## src/rtl/host_bridge_pkg.sv

```systemverilog
// Shared types and constants for the host word bridge and its read deserializer.
package host_bridge_pkg;

  localparam int WORDSZ_DEF   = 384;
  localparam int PORTW_DEF    = 64;
  localparam int PORTAW_DEF   = 16;
  localparam int RFSZLOG2_DEF = 11;
  localparam int CORELOG2_DEF = 2;
  localparam int FUNCIDW_DEF  = 6;
  localparam int RD_TMO_DEF   = 16;

  // Beat index occupies the low BEAT_SHIFT bits of a device port address.
  localparam int BEAT_SHIFT = 5;
  localparam int BEATW      = BEAT_SHIFT;

  function automatic int ser_size(input int wsz, input int pw);
    return (wsz + pw - 1) / pw;
  endfunction

  localparam int SERSZ = ser_size(WORDSZ_DEF, PORTW_DEF);

  typedef enum logic [1:0] {
    OP_WRITE = 2'd0,
    OP_READ  = 2'd1,
    OP_START = 2'd2,
    OP_RSVD  = 2'd3
  } op_e;

  typedef enum logic [2:0] {
    S_IDLE     = 3'd0,
    S_WR       = 3'd1,
    S_RD_ISSUE = 3'd2,
    S_RD_DRAIN = 3'd3,
    S_ST_START = 3'd4,
    S_ST_WAIT  = 3'd5,
    S_RSP      = 3'd6
  } state_e;

endpackage

```

## src/rtl/word_deser.sv

```systemverilog
// Collects in-order device read beats into one operand word. Beats arriving
// after the word is complete are dropped; the buffer restarts on i_clear.
module word_deser
  import host_bridge_pkg::*;
#(
  parameter int WORDSZ = WORDSZ_DEF,
  parameter int PORTW  = PORTW_DEF
) (
  input  logic              clk,
  input  logic              rst_n,
  input  logic              i_clear,
  input  logic              i_beat_valid,
  input  logic [PORTW-1:0]  i_beat_data,
  output logic [WORDSZ-1:0] o_word,
  output logic              o_done
);

  localparam int NBEAT = ser_size(WORDSZ, PORTW);
  localparam int PADW  = NBEAT * PORTW;
  localparam int CNTW  = $clog2(NBEAT + 1);

  logic [PADW-1:0] r_buf;
  logic [CNTW-1:0] r_cnt;
  logic            w_take;

  assign w_take = i_beat_valid && (r_cnt != CNTW'(NBEAT));

  // Beat counter and assembly buffer; k-th accepted beat lands in slot k.
  always_ff @(posedge clk or negedge rst_n) begin
    if (!rst_n) begin
      r_buf <= '0;
      r_cnt <= '0;
    end else if (i_clear) begin
      r_buf <= '0;
      r_cnt <= '0;
    end else if (w_take) begin
      r_buf[int'(r_cnt)*PORTW +: PORTW] <= i_beat_data;
      r_cnt                             <= r_cnt + CNTW'(1);
    end
  end

  // Padding above WORDSZ in the last beat is simply not exported.
  assign o_word = r_buf[WORDSZ-1:0];
  assign o_done = (r_cnt == CNTW'(NBEAT));

endmodule

```

## src/rtl/host_word_bridge.sv

```systemverilog
// Host-side word command front end for micro_top: serializes writes into
// port beats, issues read bursts and reassembles the reply, and runs the
// start/busy handshake. One command in flight, one response per command.
//
// state      | meaning
// -----------+-------------------------------------------------------------
// S_IDLE     | waiting for a command; cmd_ready when device not busy
// S_WR       | one write beat per cycle; bcast walks chip_sel 0..CORE_NUM-1
// S_RD_ISSUE | one ren beat per cycle; returning beats already captured
// S_RD_DRAIN | waiting for remaining beats, bounded by RD_TMO
// S_ST_START | start held high until busy is observed
// S_ST_WAIT  | waiting for busy to fall
// S_RSP      | response presented until rsp_ready
module host_word_bridge
  import host_bridge_pkg::*;
#(
  parameter int WORDSZ   = WORDSZ_DEF,
  parameter int PORTW    = PORTW_DEF,
  parameter int PORTAW   = PORTAW_DEF,
  parameter int RFSZLOG2 = RFSZLOG2_DEF,
  parameter int CORELOG2 = CORELOG2_DEF,
  parameter int FUNCIDW  = FUNCIDW_DEF,
  parameter int RD_TMO   = RD_TMO_DEF
) (
  input  logic                clk,
  input  logic                rst_n,
  input  logic                i_cmd_valid,
  output logic                o_cmd_ready,
  input  logic [1:0]          i_cmd_op,
  input  logic                i_cmd_bcast,
  input  logic [CORELOG2-1:0] i_cmd_core,
  input  logic [RFSZLOG2-1:0] i_cmd_addr,
  input  logic [WORDSZ-1:0]   i_cmd_wdata,
  input  logic [FUNCIDW-1:0]  i_cmd_funcid,
  output logic                o_rsp_valid,
  input  logic                i_rsp_ready,
  output logic [WORDSZ-1:0]   o_rsp_data,
  output logic                o_rsp_err,
  output logic [CORELOG2-1:0] o_chip_sel,
  output logic [FUNCIDW-1:0]  o_funcid,
  output logic                o_start,
  output logic                o_wen,
  output logic [PORTAW-1:0]   o_waddr,
  output logic [PORTW-1:0]    o_wdata,
  output logic                o_ren,
  output logic [PORTAW-1:0]   o_raddr,
  input  logic [PORTW-1:0]    i_rdata,
  input  logic                i_rdata_valid,
  input  logic                i_busy
);

  // Beat index must fit in BEAT_SHIFT bits, so ser_size(WORDSZ, PORTW) <= 32.
  localparam int NBEAT    = ser_size(WORDSZ, PORTW);
  localparam int PADW     = NBEAT * PORTW;
  localparam int CORE_NUM = 1 << CORELOG2;
  localparam int TMOW     = $clog2(RD_TMO + 1);

  localparam logic [BEATW-1:0]    LASTB     = BEATW'(NBEAT - 1);
  localparam logic [CORELOG2-1:0] LAST_CORE = CORELOG2'(CORE_NUM - 1);

  state_e                r_state;
  logic                  r_live;
  logic                  r_bcast;
  logic [RFSZLOG2-1:0]   r_addr;
  logic [PADW-1:0]       r_word;
  logic [BEATW-1:0]      r_beat;
  logic [TMOW-1:0]       r_tmo;

  logic                  r_wen;
  logic [PORTAW-1:0]     r_waddr;
  logic [PORTW-1:0]      r_wdata;
  logic                  r_ren;
  logic [PORTAW-1:0]     r_raddr;
  logic [CORELOG2-1:0]   r_chip_sel;
  logic [FUNCIDW-1:0]    r_funcid;
  logic                  r_start;
  logic                  r_rsp_valid;
  logic [WORDSZ-1:0]     r_rsp_data;
  logic                  r_rsp_err;

  logic                  w_cmd_ready;
  logic                  w_accept;
  op_e                   w_op;
  logic [PADW-1:0]       w_cmd_pad;
  logic [BEATW-1:0]      w_beat_nx;
  logic                  w_cap;
  logic [WORDSZ-1:0]     w_rd_word;
  logic                  w_rd_done;

  function automatic logic [PORTAW-1:0] beat_addr(input logic [RFSZLOG2-1:0] a,
                                                   input logic [BEATW-1:0]    b);
    return (PORTAW'(a) << BEAT_SHIFT) + PORTAW'(b);
  endfunction

  // r_live keeps cmd_ready low while reset is asserted.
  assign w_cmd_ready = r_live && (r_state == S_IDLE) && !i_busy;
  assign w_accept    = i_cmd_valid && w_cmd_ready;
  assign w_op        = op_e'(i_cmd_op);
  assign w_cmd_pad   = PADW'(i_cmd_wdata);
  assign w_beat_nx   = r_beat + BEATW'(1);
  assign w_cap       = i_rdata_valid && ((r_state == S_RD_ISSUE) || (r_state == S_RD_DRAIN));

  word_deser #(
    .WORDSZ (WORDSZ),
    .PORTW  (PORTW)
  ) u_deser (
    .clk          (clk),
    .rst_n        (rst_n),
    .i_clear      (w_accept),
    .i_beat_valid (w_cap),
    .i_beat_data  (i_rdata),
    .o_word       (w_rd_word),
    .o_done       (w_rd_done)
  );

  // Command FSM with all device- and host-facing outputs registered.
  always_ff @(posedge clk or negedge rst_n) begin
    if (!rst_n) begin
      r_state     <= S_IDLE;
      r_live      <= 1'b0;
      r_bcast     <= 1'b0;
      r_addr      <= '0;
      r_word      <= '0;
      r_beat      <= '0;
      r_tmo       <= '0;
      r_wen       <= 1'b0;
      r_waddr     <= '0;
      r_wdata     <= '0;
      r_ren       <= 1'b0;
      r_raddr     <= '0;
      r_chip_sel  <= '0;
      r_funcid    <= '0;
      r_start     <= 1'b0;
      r_rsp_valid <= 1'b0;
      r_rsp_data  <= '0;
      r_rsp_err   <= 1'b0;
    end else begin
      r_live <= 1'b1;
      unique case (r_state)
        S_IDLE: begin
          if (w_accept) begin
            r_bcast <= i_cmd_bcast;
            r_addr  <= i_cmd_addr;
            r_word  <= w_cmd_pad;
            r_beat  <= '0;
            case (w_op)
              OP_WRITE: begin
                r_state    <= S_WR;
                r_chip_sel <= i_cmd_bcast ? '0 : i_cmd_core;
                r_wen      <= 1'b1;
                r_waddr    <= beat_addr(i_cmd_addr, '0);
                r_wdata    <= w_cmd_pad[PORTW-1:0];
              end
              OP_READ: begin
                r_state    <= S_RD_ISSUE;
                r_chip_sel <= i_cmd_core;
                r_ren      <= 1'b1;
                r_raddr    <= beat_addr(i_cmd_addr, '0);
              end
              OP_START: begin
                r_state    <= S_ST_START;
                r_chip_sel <= i_cmd_core;
                r_funcid   <= i_cmd_funcid;
                r_start    <= 1'b1;
              end
              OP_RSVD: begin
                r_state     <= S_RSP;
                r_rsp_valid <= 1'b1;
                r_rsp_data  <= '0;
                r_rsp_err   <= 1'b1;
              end
            endcase
          end
        end

        S_WR: begin
          if (r_beat != LASTB) begin
            r_beat  <= w_beat_nx;
            r_waddr <= beat_addr(r_addr, w_beat_nx);
            r_wdata <= r_word[int'(w_beat_nx)*PORTW +: PORTW];
          end else if (r_bcast && (r_chip_sel != LAST_CORE)) begin
            // Next core starts on the very next cycle: no gap between cores.
            r_chip_sel <= r_chip_sel + CORELOG2'(1);
            r_beat     <= '0;
            r_waddr    <= beat_addr(r_addr, '0);
            r_wdata    <= r_word[PORTW-1:0];
          end else begin
            r_wen       <= 1'b0;
            r_waddr     <= '0;
            r_wdata     <= '0;
            r_state     <= S_RSP;
            r_rsp_valid <= 1'b1;
            r_rsp_data  <= '0;
            r_rsp_err   <= 1'b0;
          end
        end

        S_RD_ISSUE: begin
          if (r_beat != LASTB) begin
            r_beat  <= w_beat_nx;
            r_raddr <= beat_addr(r_addr, w_beat_nx);
          end else begin
            r_ren   <= 1'b0;
            r_raddr <= '0;
            r_tmo   <= TMOW'(RD_TMO - 1);
            r_state <= S_RD_DRAIN;
          end
        end

        S_RD_DRAIN: begin
          if (w_rd_done) begin
            r_state     <= S_RSP;
            r_rsp_valid <= 1'b1;
            r_rsp_data  <= w_rd_word;
            r_rsp_err   <= 1'b0;
          end else if (r_tmo == '0) begin
            // Missing beats stay zero in the deserializer buffer.
            r_state     <= S_RSP;
            r_rsp_valid <= 1'b1;
            r_rsp_data  <= w_rd_word;
            r_rsp_err   <= 1'b1;
          end else begin
            r_tmo <= r_tmo - TMOW'(1);
          end
        end

        S_ST_START: begin
          if (i_busy) begin
            r_start  <= 1'b0;
            r_funcid <= '0;
            r_state  <= S_ST_WAIT;
          end
        end

        S_ST_WAIT: begin
          if (!i_busy) begin
            r_state     <= S_RSP;
            r_rsp_valid <= 1'b1;
            r_rsp_data  <= '0;
            r_rsp_err   <= 1'b0;
          end
        end

        S_RSP: begin
          if (i_rsp_ready) begin
            r_state     <= S_IDLE;
            r_rsp_valid <= 1'b0;
            r_rsp_data  <= '0;
            r_rsp_err   <= 1'b0;
          end
        end

        default: begin
          r_state <= S_IDLE;
        end
      endcase
    end
  end

  assign o_cmd_ready = w_cmd_ready;
  assign o_rsp_valid = r_rsp_valid;
  assign o_rsp_data  = r_rsp_data;
  assign o_rsp_err   = r_rsp_err;
  assign o_chip_sel  = r_chip_sel;
  assign o_funcid    = r_funcid;
  assign o_start     = r_start;
  assign o_wen       = r_wen;
  assign o_waddr     = r_waddr;
  assign o_wdata     = r_wdata;
  assign o_ren       = r_ren;
  assign o_raddr     = r_raddr;

endmodule
```

## config.mk

```make
export PLATFORM = sky130hd
export DESIGN_NAME = host_word_bridge
export DESIGN_NICKNAME = d
export VERILOG_FILES = /design/src/rtl/host_bridge_pkg.sv /design/src/rtl/word_deser.sv /design/src/rtl/host_word_bridge.sv
export SDC_FILE = /design/constraint.sdc
export NUM_CORES = 2
export LEC_CHECK = 0
export CORE_AREA = 10 10 367 369
export CTS_CLUSTER_DIAMETER = 30
export DETAILED_ROUTE_END_ITERATION = 10
export DIE_AREA = 0 0 377 379
export GPL_TIMING_DRIVEN = 0
export PLACE_DENSITY_LB_ADDON = 0.2
export SYNTH_ARGS = -nofsm -noshare
export SYNTH_HDL_FRONTEND = slang
export SYNTH_SLANG_ARGS = --single-unit
```

## constraint.sdc

```tcl
create_clock -name clk -period 3.7 [get_ports clk]
set_clock_uncertainty 0.2 [all_clocks]
set_input_delay 0.37 -clock clk [delete_from_list [all_inputs] [get_ports clk]]
set_output_delay 0.37 -clock clk [all_outputs]
set_load 0.005 [all_outputs]
```

# Word-level counts from Yosys, hierarchy flattened
# Cells that the tools add are included.
[op_classes]
n_addsub = 6
n_eq_ne = 31
shifts = 3
mux = 83
reduce_logical = 30
[op_table]
columns = ["op", "count"]
rows = [
  ["$mux 384", 10],
  ["$pmux 384 s5", 1],
  ["$bwmux 384", 1],
  ["$shift 64x33->384 const A", 1],
  ["$shiftx 384x12->64", 1],
  ["$shiftx 64x33->384", 1],
  ["$mux 64", 4],
  ["$pmux 64 s2", 1],
  ["$mux 16", 7],
  ["$pmux 16 s2", 2],
  ["$mux 5", 7],
  ["$mux 3", 11],
  ["$neg 9->33", 1],
  ["$pmux 3 s7", 1],
  ["$mux 1", 20],
  ["$ne 2x2->1 const B", 10],
  ["$mux 6", 3],
  ["$add 16x5->16", 1],
  ["$reduce_and 4->1", 4],
  ["$reduce_and 8->1", 2],
  ["$pmux 5 s3", 1],
  ["$eq 3x3->1 const B", 4],
  ["$ne 2x1->1 const B", 6],
  ["$pmux 3 s4", 1],
  ["other kinds (31)", 52],
]
[totals]
register_bits = 1290
in_bits = 476
output_inout_bits = 494
wordCells = 173

# Depth between registers and ports, before layout
[depth]
word_depth = 6
ltp_mapped = 12
ltp_nobuf = 8

# Modules after synthesis
# From an unflattened synthesis, not the netlist that was laid out.
[hier_totals]
cells_unflattened = 5962
area_unflattened_um2 = 57318.7
[modules_own_cells]
columns = ["module", "instances", "cells_per_inst", "area_per_inst_um2", "seq_area_each_um2"]
rows = [
  ["host_word_bridge", 1, 4439, 39659.3, 22596.7],
  ["word_deser", 1, 1523, 17659.4, 9684.3],
]

# Worst setup path after synthesis
# Ideal clock, no wire load.
[synth_path]
path_kind = "reg-to-reg"
startpoint = "register u_deser.r_cnt[0]"
endpoint = "register u_deser.r_buf[251] (netlist: u_deser.o_word[251])"
setup_ps = 77
arrival_ps = 2438
required_time_ps = 3423
slack_ps = 985
path_stages_with_launch = 13
path_buffers = 4
synth_period_minus_slack_ps = 2715
cell_sequence = "dfrtp_1 > clkbuf_1 > inv_1 > ha_1 > ha_1 > nor2b_1 > nand4_1 > nor3_1 > clkbuf_1 > buf_2 > buf_2 > nand2_1 > o21ai_1"
[synth_between]
elab_chain_len = 5
word_cells_on_any_way = 9
classes_between = "1 x add/sub; 1 x eq/ne; 2 x shift; 3 x mux; 2 x reduce/logical"
[synth_lines]
columns = ["item", "line_no", "text"]
rows = [
  ["start: declaration", "word_deser.sv:23", "logic [CNTW-1:0] r_cnt;"],
  ["start signal: assignment", "word_deser.sv:38", "r_cnt <= r_cnt + CNTW'(1);"],
  ["$neg 9->33", "word_deser.sv:37", "r_buf[int'(r_cnt)*PORTW +: PORTW] <= i_beat_data;"],
  ["$shiftx 64x33->384 or $shift 64x33->384 (tied branches)", "word_deser.sv:37", ""],
  ["$bwmux 384", "word_deser.sv:37", ""],
  ["$mux 384", "word_deser.sv:36", "end else if (w_take) begin"],
  ["$mux 384", "word_deser.sv:33", "end else if (i_clear) begin"],
  ["end signal: indexed assignment", "word_deser.sv:37", ""],
  ["end: declaration", "word_deser.sv:22", "logic [PADW-1:0] r_buf;"],
]
# Several ways; a longest one is shown, not always the timed one. The select of a mux whose other input is x is not followed.
# A chain may end at the register's enable or synchronous reset.

# Worst setup path in the final report
[layout_path]
startpoint = "register r_state[1]"
endpoint = "register r_word[75]"
[layout_between]
elab_chain_len = 5
[layout_lines]
columns = ["item", "line_no", "text"]
rows = [
  ["start: declaration", "host_word_bridge.sv:61", "state_e r_state;"],
  ["start signal: assignment", "host_word_bridge.sv:119", "r_state <= S_IDLE;"],
  ["start signal: assignment", "host_word_bridge.sv:148", "r_state <= S_WR;"],
  ["start signal: assignment", "host_word_bridge.sv:155", "r_state <= S_RD_ISSUE;"],
  ["$logic_not 3->1 *", "host_word_bridge.sv:96, host_word_bridge.sv:139", ""],
  ["$logic_and 1x1->1 (2 in a row)", "host_word_bridge.sv:96", "assign w_cmd_ready = r_live && (r_state == S_IDLE) && !i_busy;"],
  ["$logic_and 1x1->1", "host_word_bridge.sv:97", "assign w_accept = i_cmd_valid && w_cmd_ready;"],
  ["$reduce_and 2->1 (no line) *", "-", ""],
  ["end signal: assignment", "host_word_bridge.sv:144", "r_word <= w_cmd_pad;"],
  ["end: declaration", "host_word_bridge.sv:65", "logic [PADW-1:0] r_word;"],
]
# Mark *: on every way between the ends. The rest lies on a longest branch, timed or not.

==> impl_metrics.csv <==
group,metric,value,unit
synthesis,synth_enable_flop_cells,0,
sta,slew_headroom,8.22,%
critical_path,cpMostUsedCell,"clkbuf_1",
sta,worst_slack,0.189,ns
drt,top_layer_used,"met5",
sta,worst_pin_slew,1.38,ns
critical_path,crit_type,"flop to flop",
clock_tree,cts_made_buffers,306,
finish,finalInstanceArea,0.0795,mm2
grt,grt_max_degree,165,
critical_path,r2r-end,"r_word[75]",
clock_tree,clock_path_buffers,4,
placed_design,io_buffers,969,
finish,regArea,0.0323,mm2
drt,wl_met1,84.3,mm
clock_tree,cts.sinks,1290,
drt,ant_nets,0,
sta,rsz0062_at_grt,"false",
drt,drt_iter0_drc,4600,
drt,drt_wl_total,233,mm
drt,dr.pass1.iters,6,
grt,grt_pass1_wl,339,mm
critical_path,slowest_stage,"clkbuf_1",
synthesis,synth_seq_cells,1290,
synthesis,ys_top_cells_by_area,"dfrtp_1 61%, nand2_1 14%, a22o_1 6.6%",
synthesis,synth_cell_types,59,
die,die_y,379,um
placed_design,placed_cell_area,0.0649,mm2
critical_path,r2r_slack,0.19,ns
drt,dr_wl_met3,21.4,mm
power_and_ir_drop,power,65.7,mW
critical_path,worstPathArrival,4.09,ns
synthesis,synth_area,0.0528,mm2
critical_path,start_kind,"flop",
outcome,status,"completed",
sta,setup_viol_count_final,0,
finish,nets,7379,
clock_tree,htreeDepth,5,
power_and_ir_drop,peakVddDrop,0.461,mV
critical_path,slowest_delay,0.95,ns
die,start_util,41.6,%
die,die-area,0.143,mm2
clock_tree,clk_latency,0.91,ns
synthesis,yosys_warnings,0,
power_and_ir_drop,p_leak,37.0,nW
sta,fin_crit,3.51,ns
drt,route.met2.wl,113,mm
hold_path,min-delay-start,"i_cmd_wdata[192]",
critical_path,timing.rr.start,"r_state[1]",
die,die_w,377,um
sta,fmax,0.285,GHz
hold_path,hp-class,"input port to flop",
clock_tree,tritoncts,"yes",
critical_path,path_cells,"buf_2 -> nor2_1 -> and3_1 -> clkbuf_1 -> clkbuf_1 -> clkbuf_1 -> nand2_1 -> nand2_1",
synthesis,synth_area_per_cell,10.2,um2
drt,remaining_drc_errors,0,
critical_path,critical_path.top_delay_family,"buffers and inverters",
synthesis,ys.flop_type,"dfrtp_1",
finish,nFillCells,9922,
synthesis,syn_inst,5198,
finish,stdcell_count,8798,
drt,post_drt_wl_per_cell,26.5,um
finish,multi_input_area,0.0186,mm2
drt,vias,48800,
grt,antenna_found_initial,32,
synthesis,synth_top_cell_by_area,"dfrtp_1",
critical_path,cp.required,4.28,ns
hold_path,holdPathStages,3,
finish,syn2layout_area_growth,50.6,%
sta,hold_viol,0,
synthesis,ys_seq_area_share,61.1,%
placed_design,dp.cells,7840,
grt,grt_overflow,0,
hold_path,hold_path_end,"r_word[192]",
grt,grtUsageTotal,31.7,%
critical_path,cp.buffers_inverters,4,
grt,grt_pass1_vias,51500,
critical_path,reg2regPathDepth,8,
die,coreArea,0.127,mm2
critical_path,end_kind,"flop",
finish,drive_above_1_share,10.0,%
placed_design,place.gp.congestion,0.911,
job,cap_violations,0,
clock_tree,cts-root-buf,"clkbuf_16",
placed_design,dp_hpwl,167,mm
die,rows,131,
sta,layout_worst_path_cycle_share,94.9,%
synthesis,async_flop_share,100,%
power_and_ir_drop,p_per_area,826,mW/mm2
die,boundaryPins,970,
sta,tns,0,ns
clock_tree,clk_transition_reported_paths,0.05,ns
placed_design,dp_slack,-0.993,ns
drt,via_per_inst,5.55,
synthesis,synth_nets,5689,
sta,slew_violations,0,
critical_path,path_max_fanout,10,
synthesis,synth_top_area_share,61.1,%
-- synth_stat cells (15+ instances only) --
master and n:
buf_2 69, inv_1 22, a22o_1 398, o21ai_0 267, buf_6 39, o21ai_1 84
nand3_1 82, nand2_1 1989, nor2_1 22, clkbuf_1 288, o221ai_1 64, a21oi_1 206
dfrtp_1 1290, mux4_2 64, mux2i_1 68, and3_1 67, nor3_1 70, ha_1 15
-- per-stage QoR --
step	util, %	hold slack, ns
global placement	50.9	0.254
floorplan	-	-0.126
CTS	62.5	0.000782
finish	62.6	0.0647
global route	62.6	0.00888
detailed placement	51.1	0.117
-- power breakdown --
group	internal [mW]	switching, mW
combinational	7.04	10.1
sequential	18.4	2.79
clock	18.9	8.39
-- worst max path at each step --
stage / from / slack [ns] / cells after the start / end
6_report: r_state[1] / 0.19 / 8 / r_word[75]
3_5_place_dp: i_busy / -0.99 / 8 / r_word[0]
3_3_place_gp: rst_n / -56.97 / 1 / r_word[117]
4_1_cts: r_state[1] / 0.01 / 8 / r_word[129]
2_1_floorplan: u_deser.r_cnt[0] / 0.99 / 12 / u_deser.o_word[251]
5_1_grt: u_deser.r_cnt[0] / 0.06 / 10 / u_deser.o_word[209]
-- state kept, by name, summed over array words and instances, names as in the netlist, 2 cells and up --
signal,flops
o_raddr,16
o_funcid,6
r_state,3
o_wdata,64
r_addr,11
u_deser.r_cnt,3
u_deser.o_word,384
o_waddr,16
o_rsp_data,384
o_chip_sel,2
r_tmo,5
r_beat,5
r_word,384
-- worst min-delay path, delay by kind of cell --
family,cells,cell delay [ns]
buffers and inverters,1,0.50
AND/OR/NAND/NOR,2,0.20
-- layout by cell type (no fill, tap or decap), types with 64 or more instances in the layout --
master	count
nand2_1	1989
dfrtp_1	1290
clkdlybuf4s50_1	968
dlygate4sd3_1	400
a22o_1	398
clkbuf_16	314
clkbuf_1	309
o21ai_0	267
a21oi_1	206
o21ai_1	84
nand3_1	82
nor3_1	70
mux2i_1	68
and3_1	67
buf_2	65
mux4_2	64
o221ai_1	64
-- logic make-up (layout without fill, tap and decap cells) --
kind of cell,count (synthesis),after routing,share of synthesized area (%)
and+or+nand+nor,2266,2266,17.0
DFF,1290,1290,61.1
AOI/OAI and AO/OA,1058,1058,13.6
buffers and inverters,430,2346,3.79
muxes,133,133,4.04
adders and majority gates,15,15,0.355
xor gates and xnor gates,5,5,0.0829
other,1,23,0.00710
-- repair_timing --
action,4_1_cts,5_1_grt
cloned,0,1
pin swaps,1,0
hold buffers,401,0
hold endpoints to repair,929,0
setup endpoints to repair,644,277
setup buffers,2,0
gates resized for setup,11,19
-- final cells by class --
type	instances	share of cell area (%)
Tap cell	1662	2.61
Timing Repair Buffer	1384	17.7
Antenna cell	22	0.0692
Buffer	405	2.44
Multi-Input combinational cell	3478	23.3
Clock inverter	144	2.39
Sequential cell	1290	40.6
Inverter	23	0.109
Clock buffer	390	10.7
-- layer usage --
metal / up-vias / GRT usage (%)
met5: - / 0
met4: 22 / 18.1
met3: 651 / 10.3
met2: 2532 / 53.0
met1: 24400 / 35.6
li1: 21200 / -
(Power assumes the default switching activity.)
